===== src/rtl/coin_pkg.sv =====
// Shared coin-path definitions: coin codes, acceptor FSM states and default pulse-width windows.
package coin_pkg;

    localparam logic COIN_FIVE = 1'b0;
    localparam logic COIN_TEN  = 1'b1;

    localparam int unsigned DEBOUNCE_CYC_DEF = 4;
    localparam int unsigned FIVE_MIN_DEF     = 8;
    localparam int unsigned FIVE_MAX_DEF     = 15;
    localparam int unsigned TEN_MIN_DEF      = 20;
    localparam int unsigned TEN_MAX_DEF      = 31;
    localparam int unsigned FIFO_DEPTH_DEF   = 4;
    localparam int unsigned GAP_CYC_DEF      = 2;

    typedef enum logic [1:0] {
        StIdle,
        StMeasure,
        StClassify
    } coin_state_e;

    function automatic logic in_window(input int unsigned w, input int unsigned lo,
                                       input int unsigned hi);
        return (w >= lo) && (w <= hi);
    endfunction

endpackage


===== src/rtl/coin_acceptor_if.sv =====
// Coin acceptor bus: sensor and credit-enable inputs, coin strobes and queue status outputs.
interface coin_acceptor_if import coin_pkg::*; #(
    parameter int unsigned FIFO_DEPTH = FIFO_DEPTH_DEF
) ();
    localparam int unsigned CountW = $clog2(FIFO_DEPTH) + 1;

    logic              coin_sense;
    logic              accept_en;
    logic              five_rup;
    logic              ten_rup;
    logic              coin_reject;
    logic [CountW-1:0] coins_queued;

    modport master (
        output coin_sense,
        output accept_en,
        input  five_rup,
        input  ten_rup,
        input  coin_reject,
        input  coins_queued
    );

    modport slave (
        input  coin_sense,
        input  accept_en,
        output five_rup,
        output ten_rup,
        output coin_reject,
        output coins_queued
    );

endinterface


===== src/rtl/coin_fifo.sv =====
// Small synchronous FIFO; a push while full is accepted only if a pop happens in the same cycle.
module coin_fifo #(
    parameter int unsigned Depth  = 4,
    parameter int unsigned Width  = 1,
    localparam int unsigned AddrW  = $clog2(Depth),
    localparam int unsigned CountW = AddrW + 1
) (
    input  logic              clk,
    input  logic              rst_n,
    input  logic              push,
    input  logic [Width-1:0]  wdata,
    input  logic              pop,
    output logic [Width-1:0]  rdata,
    output logic              full,
    output logic              empty,
    output logic [CountW-1:0] count
);

    logic [Width-1:0]  mem_q [Depth];
    logic [AddrW-1:0]  wr_ptr_q, wr_ptr_d;
    logic [AddrW-1:0]  rd_ptr_q, rd_ptr_d;
    logic [CountW-1:0] count_q, count_d;
    logic              wr_en, rd_en;

    assign full  = (count_q == CountW'(Depth));
    assign empty = (count_q == '0);
    assign count = count_q;
    assign rdata = mem_q[rd_ptr_q];

    assign rd_en = pop && !empty;
    assign wr_en = push && (!full || rd_en);

    always_comb begin
        wr_ptr_d = wr_ptr_q;
        rd_ptr_d = rd_ptr_q;
        count_d  = count_q;
        if (wr_en) wr_ptr_d = wr_ptr_q + 1'b1;
        if (rd_en) rd_ptr_d = rd_ptr_q + 1'b1;
        unique case ({wr_en, rd_en})
            2'b10:   count_d = count_q + 1'b1;
            2'b01:   count_d = count_q - 1'b1;
            default: count_d = count_q;
        endcase
    end

    always_ff @(posedge clk or negedge rst_n) begin
        if (!rst_n) begin
            wr_ptr_q <= '0;
            rd_ptr_q <= '0;
            count_q  <= '0;
            for (int i = 0; i < int'(Depth); i++) mem_q[i] <= '0;
        end else begin
            wr_ptr_q <= wr_ptr_d;
            rd_ptr_q <= rd_ptr_d;
            count_q  <= count_d;
            if (wr_en) mem_q[wr_ptr_q] <= wdata;
        end
    end

endmodule


===== src/rtl/coin_acceptor.sv =====
// Coin front end: synchronise and debounce the sensor, classify pulse width, queue coins and
// release them as spaced one-cycle credit strobes.
module coin_acceptor import coin_pkg::*; #(
    parameter int unsigned DEBOUNCE_CYC = DEBOUNCE_CYC_DEF,
    parameter int unsigned FIVE_MIN     = FIVE_MIN_DEF,
    parameter int unsigned FIVE_MAX     = FIVE_MAX_DEF,
    parameter int unsigned TEN_MIN      = TEN_MIN_DEF,
    parameter int unsigned TEN_MAX      = TEN_MAX_DEF,
    parameter int unsigned FIFO_DEPTH   = FIFO_DEPTH_DEF,
    parameter int unsigned GAP_CYC      = GAP_CYC_DEF
) (
    input logic           clk,
    input logic           rst_n,
    coin_acceptor_if.slave bus
);

    localparam int unsigned WidthW = $clog2(TEN_MAX + 2);
    localparam int unsigned DbW    = $clog2(DEBOUNCE_CYC + 1);
    localparam int unsigned GapW   = $clog2(GAP_CYC + 2);
    localparam int unsigned CountW = $clog2(FIFO_DEPTH) + 1;
    localparam logic [WidthW-1:0] WidthSat = WidthW'(TEN_MAX + 1);

    logic              sync1_q, sync2_q;
    logic              filt_q, filt_d;
    logic [DbW-1:0]    db_cnt_q, db_cnt_d;
    logic [DbW-1:0]    arm_cnt_q, arm_cnt_d;
    logic              armed_q, armed_d;
    coin_state_e       state_q, state_d;
    logic [WidthW-1:0] width_q, width_d;
    logic              push_q, push_d;
    logic              push_code_q, push_code_d;
    logic              reject_q, reject_d;
    logic              five_q, five_d;
    logic              ten_q, ten_d;
    logic [GapW-1:0]   gap_q, gap_d;
    logic              bad;
    logic              pop, drop;
    logic              fifo_rdata, fifo_full, fifo_empty;
    logic [CountW-1:0] fifo_count;

    // Filtered level flips on the DEBOUNCE_CYC-th consecutive disagreeing sample.
    always_comb begin
        filt_d   = filt_q;
        db_cnt_d = '0;
        if (sync2_q != filt_q) begin
            if (db_cnt_q == DbW'(DEBOUNCE_CYC - 1)) filt_d = sync2_q;
            else db_cnt_d = db_cnt_q + 1'b1;
        end
    end

    // Measuring is enabled only after a full debounced low, so a coin already in the
    // sensor at reset release is never counted.
    always_comb begin
        armed_d   = armed_q;
        arm_cnt_d = arm_cnt_q;
        if (!armed_q) begin
            if (!sync2_q && !filt_q) begin
                if (arm_cnt_q == DbW'(DEBOUNCE_CYC - 1)) armed_d = 1'b1;
                else arm_cnt_d = arm_cnt_q + 1'b1;
            end else begin
                arm_cnt_d = '0;
            end
        end
    end

    always_comb begin
        state_d     = state_q;
        width_d     = width_q;
        push_d      = 1'b0;
        push_code_d = COIN_FIVE;
        bad         = 1'b0;
        unique case (state_q)
            StIdle: begin
                if (armed_q && filt_q) begin
                    state_d = StMeasure;
                    width_d = WidthW'(1);
                end
            end
            StMeasure: begin
                if (!filt_q) state_d = StClassify;
                else if (width_q != WidthSat) width_d = width_q + 1'b1;
            end
            StClassify: begin
                state_d = StIdle;
                if (in_window(32'(width_q), FIVE_MIN, FIVE_MAX)) begin
                    push_d      = 1'b1;
                    push_code_d = COIN_FIVE;
                end else if (in_window(32'(width_q), TEN_MIN, TEN_MAX)) begin
                    push_d      = 1'b1;
                    push_code_d = COIN_TEN;
                end else begin
                    bad = 1'b1;
                end
            end
            default: state_d = StIdle;
        endcase
    end

    assign pop  = bus.accept_en && !fifo_empty && (gap_q == '0);
    assign drop = push_q && fifo_full && !pop;

    always_comb begin
        five_d   = pop && (fifo_rdata == COIN_FIVE);
        ten_d    = pop && (fifo_rdata == COIN_TEN);
        reject_d = bad || drop;
        gap_d    = gap_q;
        if (pop) gap_d = GapW'(GAP_CYC);
        else if (gap_q != '0) gap_d = gap_q - 1'b1;
    end

    always_ff @(posedge clk or negedge rst_n) begin
        if (!rst_n) begin
            sync1_q     <= 1'b0;
            sync2_q     <= 1'b0;
            filt_q      <= 1'b0;
            db_cnt_q    <= '0;
            arm_cnt_q   <= '0;
            armed_q     <= 1'b0;
            state_q     <= StIdle;
            width_q     <= '0;
            push_q      <= 1'b0;
            push_code_q <= COIN_FIVE;
            reject_q    <= 1'b0;
            five_q      <= 1'b0;
            ten_q       <= 1'b0;
            gap_q       <= '0;
        end else begin
            sync1_q     <= bus.coin_sense;
            sync2_q     <= sync1_q;
            filt_q      <= filt_d;
            db_cnt_q    <= db_cnt_d;
            arm_cnt_q   <= arm_cnt_d;
            armed_q     <= armed_d;
            state_q     <= state_d;
            width_q     <= width_d;
            push_q      <= push_d;
            push_code_q <= push_code_d;
            reject_q    <= reject_d;
            five_q      <= five_d;
            ten_q       <= ten_d;
            gap_q       <= gap_d;
        end
    end

    coin_fifo #(
        .Depth (FIFO_DEPTH),
        .Width (1)
    ) u_fifo (
        .clk   (clk),
        .rst_n (rst_n),
        .push  (push_q),
        .wdata (push_code_q),
        .pop   (pop),
        .rdata (fifo_rdata),
        .full  (fifo_full),
        .empty (fifo_empty),
        .count (fifo_count)
    );

    assign bus.five_rup     = five_q;
    assign bus.ten_rup      = ten_q;
    assign bus.coin_reject  = reject_q;
    assign bus.coins_queued = fifo_count;

endmodule


===== src/flat_wrapper.sv =====
// flat-port wrapper written by rule: the top's interface ports become plain ports
module coin_acceptor_flat import coin_pkg::*;
#(
    parameter int unsigned DEBOUNCE_CYC = DEBOUNCE_CYC_DEF,
    parameter int unsigned FIVE_MIN     = FIVE_MIN_DEF,
    parameter int unsigned FIVE_MAX     = FIVE_MAX_DEF,
    parameter int unsigned TEN_MIN      = TEN_MIN_DEF,
    parameter int unsigned TEN_MAX      = TEN_MAX_DEF,
    parameter int unsigned FIFO_DEPTH   = FIFO_DEPTH_DEF,
    parameter int unsigned GAP_CYC      = GAP_CYC_DEF
)
  (clk, rst_n, bus_coin_sense, bus_accept_en, bus_five_rup, bus_ten_rup, bus_coin_reject, bus_coins_queued);
  coin_acceptor_if #(.FIFO_DEPTH(FIFO_DEPTH)) bus_i ();
  input logic clk;
  input logic rst_n;
  input wire logic [$bits(bus_i.coin_sense)-1:0] bus_coin_sense;
  input wire logic [$bits(bus_i.accept_en)-1:0] bus_accept_en;
  output wire logic [$bits(bus_i.five_rup)-1:0] bus_five_rup;
  output wire logic [$bits(bus_i.ten_rup)-1:0] bus_ten_rup;
  output wire logic [$bits(bus_i.coin_reject)-1:0] bus_coin_reject;
  output wire logic [$bits(bus_i.coins_queued)-1:0] bus_coins_queued;
  assign bus_i.coin_sense = bus_coin_sense;
  assign bus_i.accept_en = bus_accept_en;
  assign bus_five_rup = bus_i.five_rup;
  assign bus_ten_rup = bus_i.ten_rup;
  assign bus_coin_reject = bus_i.coin_reject;
  assign bus_coins_queued = bus_i.coins_queued;
  coin_acceptor #(.DEBOUNCE_CYC(DEBOUNCE_CYC), .FIVE_MIN(FIVE_MIN), .FIVE_MAX(FIVE_MAX), .TEN_MIN(TEN_MIN), .TEN_MAX(TEN_MAX), .FIFO_DEPTH(FIFO_DEPTH), .GAP_CYC(GAP_CYC)) u_core (.clk(clk), .rst_n(rst_n), .bus(bus_i));
endmodule

===== config.mk =====
export PLATFORM = sky130hd
export DESIGN_NAME = coin_acceptor_flat
export DESIGN_NICKNAME = d
export VERILOG_FILES = /design/src/rtl/coin_pkg.sv /design/src/rtl/coin_acceptor_if.sv /design/src/rtl/coin_fifo.sv /design/src/rtl/coin_acceptor.sv /design/src/flat_wrapper.sv
export SDC_FILE = /design/constraint.sdc
export NUM_CORES = 1
export LEC_CHECK = 0
export BUFFER_PORTS_ARGS = -buffer_cell sky130_fd_sc_hd__buf_2
export CAP_MARGIN = 40
export CORE_UTILIZATION = 43
export DETAILED_ROUTE_END_ITERATION = 10
export HOLD_SLACK_MARGIN = 0.15
export MAX_ROUTING_LAYER = met4
export PLACE_DENSITY = 0.71
export SETUP_SLACK_MARGIN = 0.02
export SLEW_MARGIN = 20
export SYNTH_ARGS = -nofsm -noshare
export SYNTH_HDL_FRONTEND = slang
export SYNTH_SLANG_ARGS = --single-unit

===== constraint.sdc =====
create_clock -name clk -period 5.4 [get_ports clk]
set_input_delay 0.27 -clock clk [delete_from_list [all_inputs] [get_ports clk]]
set_output_delay 0.27 -clock clk [all_outputs]
set_load 0.05 [all_outputs]

; After elaboration in Yosys (flattened, before gate mapping)
; Index checks and enable logic that the tools add are counted.
; W data, S select, Z words.
[totals]
register_bits = 36
inputBits = 4
word_cells = 116
[classes]
n_lt_le_gt_ge = 7
n_reduce_logical = 31
bitwise = 4
eq_ne = 14
addsub = 8
muxes = 31
[ops]
columns = op, count
row1 = $mux W6, 3
row2 = $mux W1, 14
row3 = $logic_and A1 B1 Y1, 13
row4 = $mux W3, 4
row5 = $pmux W6 S2, 1
row6 = $add A3 B1 Y3 const B, 3
row7 = $mux W2, 4
row8 = $reduce_bool A2 Y1, 4
row9 = $add A6 B1 Y6 const B, 1
row10 = $eq A3 B2 Y1 const B, 2
row11 = $ge A3 B3 Y1 const B, 2
row12 = $ge A6 B4 Y1 const B, 1
row13 = $ge A6 B5 Y1 const B, 1
row14 = $le A6 B4 Y1 const B, 1
row15 = $le A6 B5 Y1 const B, 1
row16 = $ne A2 B1 Y1 const B, 3
row17 = $ne A6 B6 Y1 const B, 1
row18 = $not A2 Y3, 2
row19 = $pmux W3 S2, 1
row20 = $reduce_and A2 Y1, 3
row21 = $logic_not A1 Y1, 5
row22 = $add A2 B1 Y2 const B, 2
row23 = $bwmux W4, 1
row24 = $eq A2 B1 Y1 const B, 2
row25 = other kinds (15), 20

; Logic depth before layout (Yosys ltp)
; Gate-level depths: netlist of the first run.
[depth]
word_depth = 9
mapped_depth = 11
depth_no_buf = 11

; Modules after synthesis
; From an unflattened synthesis of the first run, not the netlist that was laid out.
[hier_totals]
cells_unflattened = 160
hier_area_um2 = 1809.2
[modules_own_cells]
columns = module, area_per_inst_um2, cells_per_inst, instances, seq_area_each_um2
row1 = coin_acceptor, 1191.1, 110, 1, 625.6
row2 = coin_fifo, 618.1, 50, 1, 275.3

; Worst setup path after synthesis of the first run
; OpenSTA, ideal clock, no wires.
[synth_path]
kind = register to register
startpoint = reg u_core.u_fifo.count_q[1] (netlist: u_core.u_fifo.count[1])
endpoint = reg u_core.u_fifo.count_q[2] (netlist: u_core.u_fifo.count[2])
setup_time_ns = 0.080
arrival_time_ns = 2.205
path_slack_ns = 3.116
required_ns = 5.320
synth_period_minus_slack_ns = 2.284
stages_incl_launch_ff = 10
path_cell_list = dfrtp_1 -> a211oi_2 -> a21boi_1 -> inv_1 -> ha_1 -> inv_1 -> fa_1 -> xor2_1 -> nor2_1 -> xor2_1
[synth_via]
elab_chain_cells = 9
word_cells_on_any_way = 15
[synth_rtl]
columns = item, line
row1 = start: declaration, coin_fifo.sv:22  ; logic [CountW-1:0] count_q, count_d;
row2 = start signal: assignment, coin_fifo.sv:55  ; count_q <= count_d;
row3 = $logic_not A3 Y1, coin_fifo.sv:26  ; assign empty = (count_q == '0);
row4 = $logic_not A1 Y1, "coin_fifo.sv:30, coin_acceptor.sv:99"
row5 = $logic_and A1 B1 Y1 (2 in a row), coin_acceptor.sv:99  ; assign pop = bus.accept_en && !fifo_empty && (gap_q == '0);
row6 = $logic_and A1 B1 Y1, coin_fifo.sv:30  ; assign rd_en = pop && !empty;
row7 = $logic_or A1 B1 Y1, coin_fifo.sv:31  ; assign wr_en = push && (!full || rd_en);
row8 = $logic_and A1 B1 Y1, coin_fifo.sv:31
row9 = $eq A2 B1 Y1 / $eq A2 B2 Y1 (equally long branches), coin_fifo.sv:39  ; unique case ({wr_en, rd_en})
row10 = $pmux W3 S2 / $reduce_bool A2 Y1 (equally long branches), -
; Parallel ways exist; a longest one is shown, timed or not.
; A chain may end at the register's enable or synchronous reset.

; Final worst setup path of the first run
[layout_path]
startpoint = reg u_core.gap_q[0]
endpoint = reg u_core.u_fifo.count_q[2] (netlist: u_core.u_fifo.count[2])
[layout_via]
elab_chain_cells = 7
word_cells_on_any_way = 9
[layout_rtl]
columns = item, line
row1 = start: declaration, coin_acceptor.sv:35  ; logic [GapW-1:0] gap_q, gap_d;
row2 = start signal: assignment, coin_acceptor.sv:141  ; gap_q <= gap_d;
row3 = $logic_not A2 Y1 *, coin_acceptor.sv:99
row4 = $logic_and A1 B1 Y1 *, coin_acceptor.sv:99
row5 = $logic_and A1 B1 Y1 *, coin_fifo.sv:30
row6 = $logic_or A1 B1 Y1, coin_fifo.sv:31
row7 = $logic_and A1 B1 Y1, coin_fifo.sv:31
row8 = $eq A2 B1 Y1 / $eq A2 B2 Y1 (equally long branches), coin_fifo.sv:39
row9 = $pmux W3 S2 / $reduce_bool A2 Y1 (equally long branches), -
; Mark *: on every way between the ends. The rest lies on a longest branch, timed or not.

==> results of run 1 <==
[stage by stage]
stage / total power [uW] / cells / cell area [sq um]
finish: 763 / 227 / 1990
global route: 821 / 227 / 1990
CTS: 770 / 226 / 1970
detailed placement: 570 / 216 / 1850
global placement: 547 / 216 / 1850
floorplan: 518 / 161 / 1760
[worst min path at each step]
stage | from | to | slack [ns]
floorplan | rst_n | u_core.arm_cnt_q[0]$_DFFE_PN0P_ | -0.03
CTS | bus_accept_en | u_core.bus.five_rup$_DFF_PN0_ | 0.31
finish | bus_accept_en | u_core.bus.five_rup$_DFF_PN0_ | 0.32
global route | bus_accept_en | u_core.bus.five_rup$_DFF_PN0_ | 0.31
global placement | u_core.sync1_q$_DFF_PN0_ | u_core.sync2_q$_DFF_PN0_ | 0.34
detailed placement | u_core.sync1_q$_DFF_PN0_ | u_core.sync2_q$_DFF_PN0_ | 0.34
[synth_stat cells (4+ instances only)]
cell type,number
xnor2_1,4
nand2b_1,5
nor2_1,7
inv_1,18
ha_1,12
mux2_2,5
mux2i_1,4
a21oi_1,8
nand2_1,17
o21ai_0,7
dfrtp_1,36
[metal layers]
layer	vias up	share of wire [%]	track usage [%]
li1	584	-	-
met1	585	42	18.1
met2	26	52	28.7
met3	7	3.5	4.14
met4	0	2.0	9.84
met5	-	0	-
[flip-flops by register name, indices dropped and copies added, names as in the netlist]
signal / cells
u_core.bus.five_rup: 1
u_core.push_code_q: 1
u_core.u_fifo.wr_ptr_q: 2
u_core.u_fifo.count: 3
u_core.sync1_q: 1
u_core.arm_cnt_q: 3
u_core.width_q: 6
u_core.db_cnt_q: 3
u_core.bus.coin_reject: 1
u_core.bus.ten_rup: 1
u_core.filt_q: 1
u_core.armed_q: 1
u_core.state_q: 2
u_core.sync2_q: 1
u_core.push_q: 1
u_core.gap_q: 2
u_core.u_fifo.mem_q: 4
u_core.u_fifo.rd_ptr_q: 2
[cells by family after synthesis]
logic type      Yosys count
simple gates             51
flops                    36
compound gates           25
buf+inv                  20
fa+ha+maj                13
mux                      10
xor+xnor                  6
[where the power goes]
part	leakage [uW]	switching [uW]	internal [uW]
Combinational	0.000430	128	77.9
Sequential	0.000476	41.8	319
Clock	0.0000445	92.6	104
[critical path: stages, from the launching register on]
cell and delay, ns:
dfrtp_1 0.33, inv_1 0.06, ha_1 0.27, a211oi_2 0.36
a21boi_1 0.19, inv_1 0.09, ha_1 0.18, inv_1 0.06
fa_1 0.37, xor2_1 0.15, nor2_1 0.11, xor2_1 0.16
[repair_timing]
action | in CTS | in global routing
hold buffers | 2 | 0
buffers inserted | 0 | 0
hold endpoints to repair | 37 | 0
[final cells by class]
class | count | area, sq um
fill | 348 | 1810
tap | 48 | 60.1
timing repair buffer | 12 | 85.1
inverter | 18 | 67.6
multi-input combinational | 105 | 779
sequential | 36 | 901
clock inverter | 1 | 7.51
clock buffer | 7 | 86.3
==> run summary, run 1 <==
Leakage = 0.000951 uW
TNS Setup = 0 ns
Syn_area_per_cell = 10.9 sq um
Post-Synth Adder-Cell Area = 9.65%
Max_cap viols = 0
Leading cell type in the layout, fill and taps excluded = dfrtp_1
Multiplexer area fraction after synthesis = 6.74%
Area delta synth->final = 12.7%
Synthesized flop and latch total = 36
Clk_skew = 0.00469 ns
FP Rows = 22
DR DRC count = 0
Vias in the first global route = 1233
Final net count = 195
Post-synth top area share = 51.1%
H-tree depth = 2
Total Routing Usage GR = 17.0%
Hold WS = 0.316 ns
Final Slew Violations = 0
Final min period = 2.40 ns
Antenna Nets Post-Route = 0
Yosys warns = 0
Reg2Reg Depth = 11
FFs w/ async S/R, synth = 100%
Number of antenna violations at the first check in global routing = 0
Diodes inserted = 0
Inserted Clock Buffers = 5
DRT Pass-1 Iters = 4
Hold path depth = 3
R2R Setup Slk = 3.00 ns
Post-synthesis simple-gate area fraction = 15.5%
Most frequent cells in the layout = dfrtp_1 (36), inv_1 (18), nand2_1 (17), ha_1 (12), buf_2 (9)
Largest net degree at the start of global routing = 37
Pwr/cell area = 384 nW/um^2
Sequential share of the synthesized area = 51.1%
Synth Area in Compound Gates = 9.30%
Clock Path Buffers = 2
Reg-to-reg endpoint = u_core.u_fifo.count[2]$_DFFE_PN0P_
Peak Freq = 416 MHz
Placer Congestion = 0.751
TritonCTS clock tree = yes
Worst EP arrival = 2.61 ns
Clock sink count = 36
# port buffers = 9
Cell Area, Synth = 1760 sq um
First-pass GRT wire length = 5250 um
Starting Density = 46.4%
Die area = 4360 sq um
Grt ovf = 0
Clk_lat worst skew = 0.29 ns
Layout cells sized above 1 = 15.1%
CTS root buf = clkbuf_8
Mapped Cells = 161
Post-synthesis xor/xnor area fraction = 2.98%
Core footprint = 3800 sq um
Dpl hpwl = 2200 um
Place WS = 2.99 ns
Crit path capture = u_core.u_fifo.count[2]$_DFFE_PN0P_
Unrepaired setup endpoints after global routing = false
EDFF count, synth = 0
Starting DRT DRC Count = 42
Synth Flop Type = dfrtp_1
Final core occ = 52.3%
Post-CTS sizing = 0
Die Span X = 66.0 um
Syn_nets = 178
CP startpoint kind = flip-flop
CP Class = reg -> reg
Max VDD drop = 0.000149 V
Final Hold Viols = 0
Synth cell types = 39
Critical Path RT = 5.61 ns
Critical Path End Type = flip-flop
Largest cells by area after synthesis = dfrtp_1 (51%), ha_1 (8.5%), inv_1 (3.8%)
Result of the run = completed
WL final = 2990 um
Slew headroom = 66.9%
WL/cell = 13.2 um
Worst-path fanout max = 6
Endpoints failing setup = 0
Vias/cell = 5.30
Clk slew on worst S/H paths = 0.07 ns
Final worst setup slack = 3.00 ns
Worst r2r src = u_core.gap_q[0]$_DFFE_PN0P_
Die height = 66.0 um
Vias = 1202
Largest family of logic cells by synthesized area = simple AND/OR/NAND/NOR gates
Crit path launch = u_core.gap_q[0]$_DFFE_PN0P_
Fin crit share = 44.5%
Worst Tran Pin Value = 0.494 ns
Hold Path Class = in -> reg
Synth area leader = dfrtp_1
I/O pin cnt = 10
Note: power is estimated with default switching activity, not from simulation.
==> run 2, diff against run 1 <==
Settings changed: PLACE_DENSITY 0.71 to 0.73.
Clock period 5.4 ns to 2.2 ns, I/O delays scaled along.
==> run 2 against run 1 <==
Critical path depth stayed put. Non-clock buffer count is 6 higher. Critical endpoint unchanged. First-iteration DRC count down 43%. Highest routed layer unchanged. Register-to-register slack worse by 2.9 ns. Largest power group unchanged. Sequential share of layout area is 1.9 points lower.
==> run summary, run 2 (synthesized netlist as in run 1, its figures left out) <==
Dpl hpwl = 2160 um (-1.9%)
Total Routing Usage GR = 17.6% (+0.60 points)
I/O pin cnt = 10 (unchanged)
Number of antenna violations at the first check in global routing = 0 (unchanged)
CP startpoint kind = flip-flop
Worst r2r src = u_core.gap_q[0]$_DFFE_PN0P_
Worst Tran Pin Value = 0.461 ns (-0.0327 ns)
Fin crit share = 95.2% (+51 points)
Vias = 1192 (-0.83%)
Vias/cell = 5.12 (-3.4%)
DR DRC count = 0 (unchanged)
H-tree depth = 2 (unchanged)
Clk_lat worst skew = 0.29 ns (about the same)
Antenna Nets Post-Route = 0 (unchanged)
Worst EP arrival = 2.31 ns (-0.30 ns)
Final Hold Viols = 0 (unchanged)
Diodes inserted = 0 (unchanged)
Slew headroom = 69.1% (+2.2 points)
Max reg flops = 6 (unchanged)
Inserted Clock Buffers = 5 (unchanged)
Worst-path fanout max = 4 (-2)
Final core occ = 54.9% (+2.6 points)
DRT Pass-1 Iters = 4 (unchanged)
Final min period = 2.09 ns (-0.306 ns)
Pwr/cell area = 990 nW/um^2 (+160%)
Endpoints failing setup = 0 (unchanged)
Hold Path Class = in -> async
CTS root buf = clkbuf_8
Most flop-heavy register = u_core.width_q
Most frequent cells in the layout = dfrtp_1 (33), nand2_1 (17), inv_1 (15), ha_1 (10), buf_2 (9)
Max_cap viols = 0 (unchanged)
Die Span X = 66.0 um (unchanged)
Clk_skew = 0.00790 ns (+0.00321 ns)
Unrepaired setup endpoints after global routing = true
Vias in the first global route = 1251 (+1.5%)
Leading cell type in the layout, fill and taps excluded = dfrtp_1
Final net count = 201 (+3.1%)
Largest net degree at the start of global routing = 37 (unchanged)
WL/cell = 13.5 um (+2.4%)
Peak Freq = 477 MHz (+15%)
Result of the run = completed
TNS Setup = 0 ns (unchanged)
Critical Path RT = 2.41 ns (-3.20 ns)
Max VDD drop = 0.000533 V (+260%)
CP Class = reg -> reg
Layout cells sized above 1 = 23.2% (+8.2 points)
Core footprint = 3800 sq um (unchanged)
TritonCTS clock tree = yes
Critical Path End Type = flip-flop
Grt ovf = 0 (unchanged)
Leakage = 0.000986 uW (+3.7%)
FP Rows = 22 (unchanged)
Placer Congestion = 0.755 (+0.52%)
Final Slew Violations = 0 (unchanged)
Starting Density = 46.4% (unchanged)
Die height = 66.0 um (unchanged)
Clock sink count = 36 (unchanged)
Top flop regs = u_core.width_q: 6 flops, u_core.u_fifo.mem_q: 4 flops
Clk slew on worst S/H paths = 0.08 ns (about the same)
Crit path launch = u_core.gap_q[0]$_DFFE_PN0P_
# port buffers = 9 (unchanged)
Area delta synth->final = 18.2%
Starting DRT DRC Count = 24 (-43%)
Tot Pwr = 2060 uW (+170%)
Die area = 4360 sq um (unchanged)
WL final = 3150 um (+5.1%)
Clock Path Buffers = 2 (unchanged)
First-pass GRT wire length = 5460 um (+3.9%)
-- run 2: cell count changes in the layout (fill, tap and decap cells not counted), sizes merged --
| cell | delta |
|---|---|
| buf | +5 |
| clkbuf | -2 |
| clkinv | +1 |
| dlygate4sd3 | +1 |
| bufinv | +1 |
-- run 2: power by group --
group | switching (uW) | leakage, uW | internal (uW) | total (uW)
registers | 107 | 0.000471 | 784 | 891
clock network | 242 | 0.0000541 | 335 | 577
logic | 346 | 0.000460 | 250 | 595
-- run 2: path summary, 6_finish.rpt --
check                                                endpoint  slack [ns]  cells past startpoint
max                        u_core.u_fifo.count[2]$_DFFE_PN0P_        0.11                     11
min                               u_core.gap_q[0]$_DFFE_PN0P_        0.19                      2
max reg2reg                u_core.u_fifo.count[2]$_DFFE_PN0P_        0.11                     11
min reg2reg                          u_core.sync2_q$_DFF_PN0_        0.35                      0
max in group asynchronous       u_core.width_q[1]$_DFFE_PN0P_        1.60                      3
min in group clk                     u_core.sync2_q$_DFF_PN0_        0.35                      0
-- run 2: metrics by stage --
step / cells / area [sq um] / worst slack (ns) / hold slack [ns]
floorplan: 161 / 1780 / 0.0388 / -0.186
global placement: 218 / 1880 / 0.136 / 0.221
detailed placement: 218 / 1880 / 0.00373 / 0.220
CTS: 229 / 2030 / 0.0502 / 0.351
global route: 233 / 2080 / -0.00762 / 0.204
finish: 233 / 2080 / 0.105 / 0.193
-- run 2: what timing repair did --
item | CTS | global route
hold buffers | 3 | 0
endpoints found under the hold margin | 38 | 0
resized for setup | 1 | 6
setup endpoints to repair | 1 | 1
setup buffers | 0 | 3
cloned | 0 | 0
pin swaps | 0 | 4
-- run 2: layout make-up --
class | count | area [sq um]
Clock buffer | 5 | 68.8
Tap cell | 48 | 60.1
Timing Repair Buffer | 18 | 133
Fill cell | 341 | 1710
Clock inverter | 3 | 42.5
Multi-Input combinational cell | 105 | 808
Sequential cell | 36 | 905
Inverter | 18 | 67.6
-- run 2: routing by layer --
| layer | track usage, % | part of all wire [%] | up-vias | wire length, um |
|---|---|---|---|---|
| li1 | - | - | 594 | - |
| met1 | 18.7 | 44 | 567 | 1400 |
| met2 | 29.2 | 50 | 19 | 1570 |
| met5 | - | 0 | - | 0 |
| met3 | 6.03 | 3.4 | 12 | 106 |
| met4 | 8.51 | 2.4 | 0 | 77 |
-- run 2: critical path, cell delays in order (launching register included) --
cell and delay, ns:
dfrtp_1 0.34, inv_2 0.06, ha_4 0.18, a211oi_4 0.26
a21boi_2 0.09, inv_1 0.07, ha_2 0.19, inv_2 0.04
fa_2 0.34, xor2_1 0.15, nor2_1 0.12, xor2_1 0.17
==> run 3, diff against run 2 <==
Settings changed: CORE_ASPECT_RATIO from default to 0.75.
==> run 3 against run 2 <==
Maximum frequency up 1.5%. Die area about the same. Clock skew shrank 0.0026 ns. Via count is 3.4% lower. Total power shrank 8.1%. Final area fell by 2.5%. Count of clock-buffer cells in the layout up 1. Register-to-register slack better by 0.03 ns. Largest power group unchanged. Highest routed layer unchanged.
==> run summary, run 3 (synthesized netlist as in run 1, its figures left out) <==
TritonCTS clock tree = yes
Inserted Clock Buffers = 5 (unchanged)
Max VDD drop = 0.000550 V (+3.2%)
Leading cell type in the layout, fill and taps excluded = dfrtp_1
Diodes inserted = 0 (unchanged)
Unrepaired setup endpoints after global routing = false
Final core occ = 53.8% (-1.1 points)
FP Rows = 19 (-14%)
Area delta synth->final = 15.3%
Worst Tran Pin Value = 0.449 ns (-0.0123 ns)
Dpl hpwl = 2180 um (+1.1%)
Worst EP arrival = 2.27 ns (-0.04 ns)
Vias/cell = 4.94 (-3.4%)
Vias in the first global route = 1131 (-9.6%)
Total Routing Usage GR = 15.5% (-2.1 points)
Hold path depth = 3
CP startpoint kind = flip-flop
WL final = 2890 um (-8.1%)
Worst-path fanout max = 5 (+1)
Post-CTS setup buffers = 0 (unchanged)
Reg2Reg Depth = 11 (unchanged)
Final Hold Viols = 0 (unchanged)
Tot Pwr = 1900 uW (-8.1%)
DRT Pass-1 Iters = 4 (unchanged)
WL/cell = 12.4 um (-8.1%)
Finished Layout Cells = 233 (unchanged)
Hold path endpoint = u_core.bus.five_rup$_DFF_PN0_
Final Slew Violations = 0 (unchanged)
Placer Congestion = 0.898 (+19%)
First-pass GRT wire length = 4950 um (-9.3%)
Max_cap viols = 0 (unchanged)
Hold Path Class = in -> reg
Grt ovf = 0 (unchanged)
Die area = 4360 sq um (about the same)
Final net count = 197 (-2.0%)
# port buffers = 9 (unchanged)
Peak Freq = 484 MHz (+1.5%)
Core footprint = 3780 sq um (-0.49%)
Clk_skew = 0.00525 ns (-0.00264 ns)
DR DRC count = 0 (unchanged)
R2R Setup Slk = 0.14 ns (+0.03 ns)
Die Span X = 75.9 um (+15%)
Dpl cells = 222 (+1.8%)
# fillers = 323 (-5.3%)
Max reg flops = 6 (unchanged)
Largest net degree at the start of global routing = 37 (unchanged)
Result of the run = completed
Clock Path Buffers = 2 (unchanged)
Most frequent cells in the layout = dfrtp_1 (33), inv_1 (18), nand2_1 (17), ha_1 (11), buf_2 (9)
H-tree depth = 2 (unchanged)
TNS Setup = 0 ns (unchanged)
Starting Density = 46.6% (+0.23 points)
Clk slew on worst S/H paths = 0.07 ns (about the same)
Top flop regs = u_core.width_q: 6 flops, u_core.u_fifo.mem_q: 4 flops
Clk_lat worst skew = 0.28 ns (about the same)
Fin crit share = 93.8% (-1.4 points)
Layout cells sized above 1 = 19.3% (-3.9 points)
Dpl cell area = 1890 sq um (+0.27%)
Pwr/cell area = 933 nW/um^2 (-5.8%)
Clock sink count = 36 (unchanged)
Hold Crit Start = bus_accept_en
Most flop-heavy register = u_core.width_q
Antenna Nets Post-Route = 0 (unchanged)
Slew headroom = 70.0% (+0.83 points)
Reg-to-reg endpoint = u_core.u_fifo.count[2]$_DFFE_PN0P_
Starting DRT DRC Count = 31 (+29%)
Die height = 57.5 um (-13%)
Critical Path End Type = flip-flop
Worst r2r src = u_core.gap_q[0]$_DFFE_PN0P_
Post-route cell area = 2030 sq um (-2.5%)
CTS root buf = clkbuf_8
Final min period = 2.06 ns (-0.0306 ns)
Number of antenna violations at the first check in global routing = 0 (unchanged)
Critical Path RT = 2.41 ns (about the same)
CP Class = reg -> reg
I/O pin cnt = 10 (unchanged)
Vias = 1151 (-3.4%)
Endpoints failing setup = 0 (unchanged)
Leakage = 0.000965 uW (-2.1%)
## run 3: cell types whose count changed in the layout (fill, tap and decap cells not counted)
| cell | previous run | this run |
|---|---|---|
| ha_2 | 1 | 0 |
| inv_1 | 15 | 18 |
| inv_2 | 3 | 0 |
| fa_2 | 1 | 0 |
| clkbuf_8 | 5 | 6 |
| bufinv_16 | 1 | 0 |
| ha_1 | 10 | 11 |
| clkinvlp_4 | 1 | 0 |
| dlygate4sd3_1 | 3 | 2 |
| buf_4 | 5 | 2 |
| clkinv_2 | 1 | 2 |
| fa_1 | 0 | 1 |
## run 3: where the power goes
part	total, uW	internal (uW)	switching [uW]
logic	535	217	318
clock network	476	250	226
registers	886	784	103
## run 3: cell type report
class | count | area, sq um | share of cell area, %
timing repair buffer | 14 | 100 | 4.92
inverter | 18 | 67.6 | 3.32
multi-input combinational | 105 | 803 | 39.5
clock inverter | 2 | 10.0 | 0.492
tap | 52 | 65.1 | 3.20
sequential | 36 | 905 | 44.5
clock buffer | 6 | 82.6 | 4.06
## run 3: metrics by stage
stage          worst slack (ns)  hold slack, ns
2_1_floorplan            0.0388          -0.186
3_3_place_gp              0.124           0.222
3_5_place_dp             0.0382           0.223
4_1_cts                  0.0880           0.157
5_1_grt                  0.0274           0.190
6_report                  0.136           0.165
## run 3: layer usage
metal / global-route usage [%] / share of wire [%]
met1: 18.4 / 47
met2: 24.8 / 48
met3: 4.32 / 3.5
met4: 7.42 / 1.8
met5: - / 0
## run 3: worst max-delay path: stages (launching register included)
cell and delay (ns):
dfrtp_1 0.32, inv_1 0.08, ha_4 0.19, a211oi_4 0.23, a21boi_2 0.09, inv_1 0.06, ha_1 0.17, inv_1 0.07
fa_1 0.37, xor2_1 0.15, nor2_1 0.11, xor2_1 0.14
## run 3: how the worst max path moves through the flow
stage | start | end | slack (ns) | cells past startpoint
global placement | u_core.gap_q[0]$_DFFE_PN0P_ | u_core.u_fifo.count[2]$_DFFE_PN0P_ | 0.12 | 11
CTS | u_core.gap_q[1]$_DFFE_PN0P_ | u_core.u_fifo.count[2]$_DFFE_PN0P_ | 0.09 | 10
finish | u_core.gap_q[0]$_DFFE_PN0P_ | u_core.u_fifo.count[2]$_DFFE_PN0P_ | 0.14 | 11
global route | u_core.gap_q[0]$_DFFE_PN0P_ | u_core.u_fifo.count[2]$_DFFE_PN0P_ | 0.03 | 11
floorplan | u_core.gap_q[0]$_DFFE_PN0P_ | u_core.u_fifo.count[2]$_DFFE_PN0P_ | 0.04 | 11
detailed placement | u_core.gap_q[1]$_DFFE_PN0P_ | u_core.u_fifo.count[2]$_DFFE_PN0P_ | 0.04 | 10
## run 3: timing repair
action / in CTS / in global routing
setup endpoints to repair: 1 / 1
gates resized for setup: 1 / 1
hold buffers: 2 / 0
hold endpoints to repair: 37 / 0
gates cloned: 0 / 0
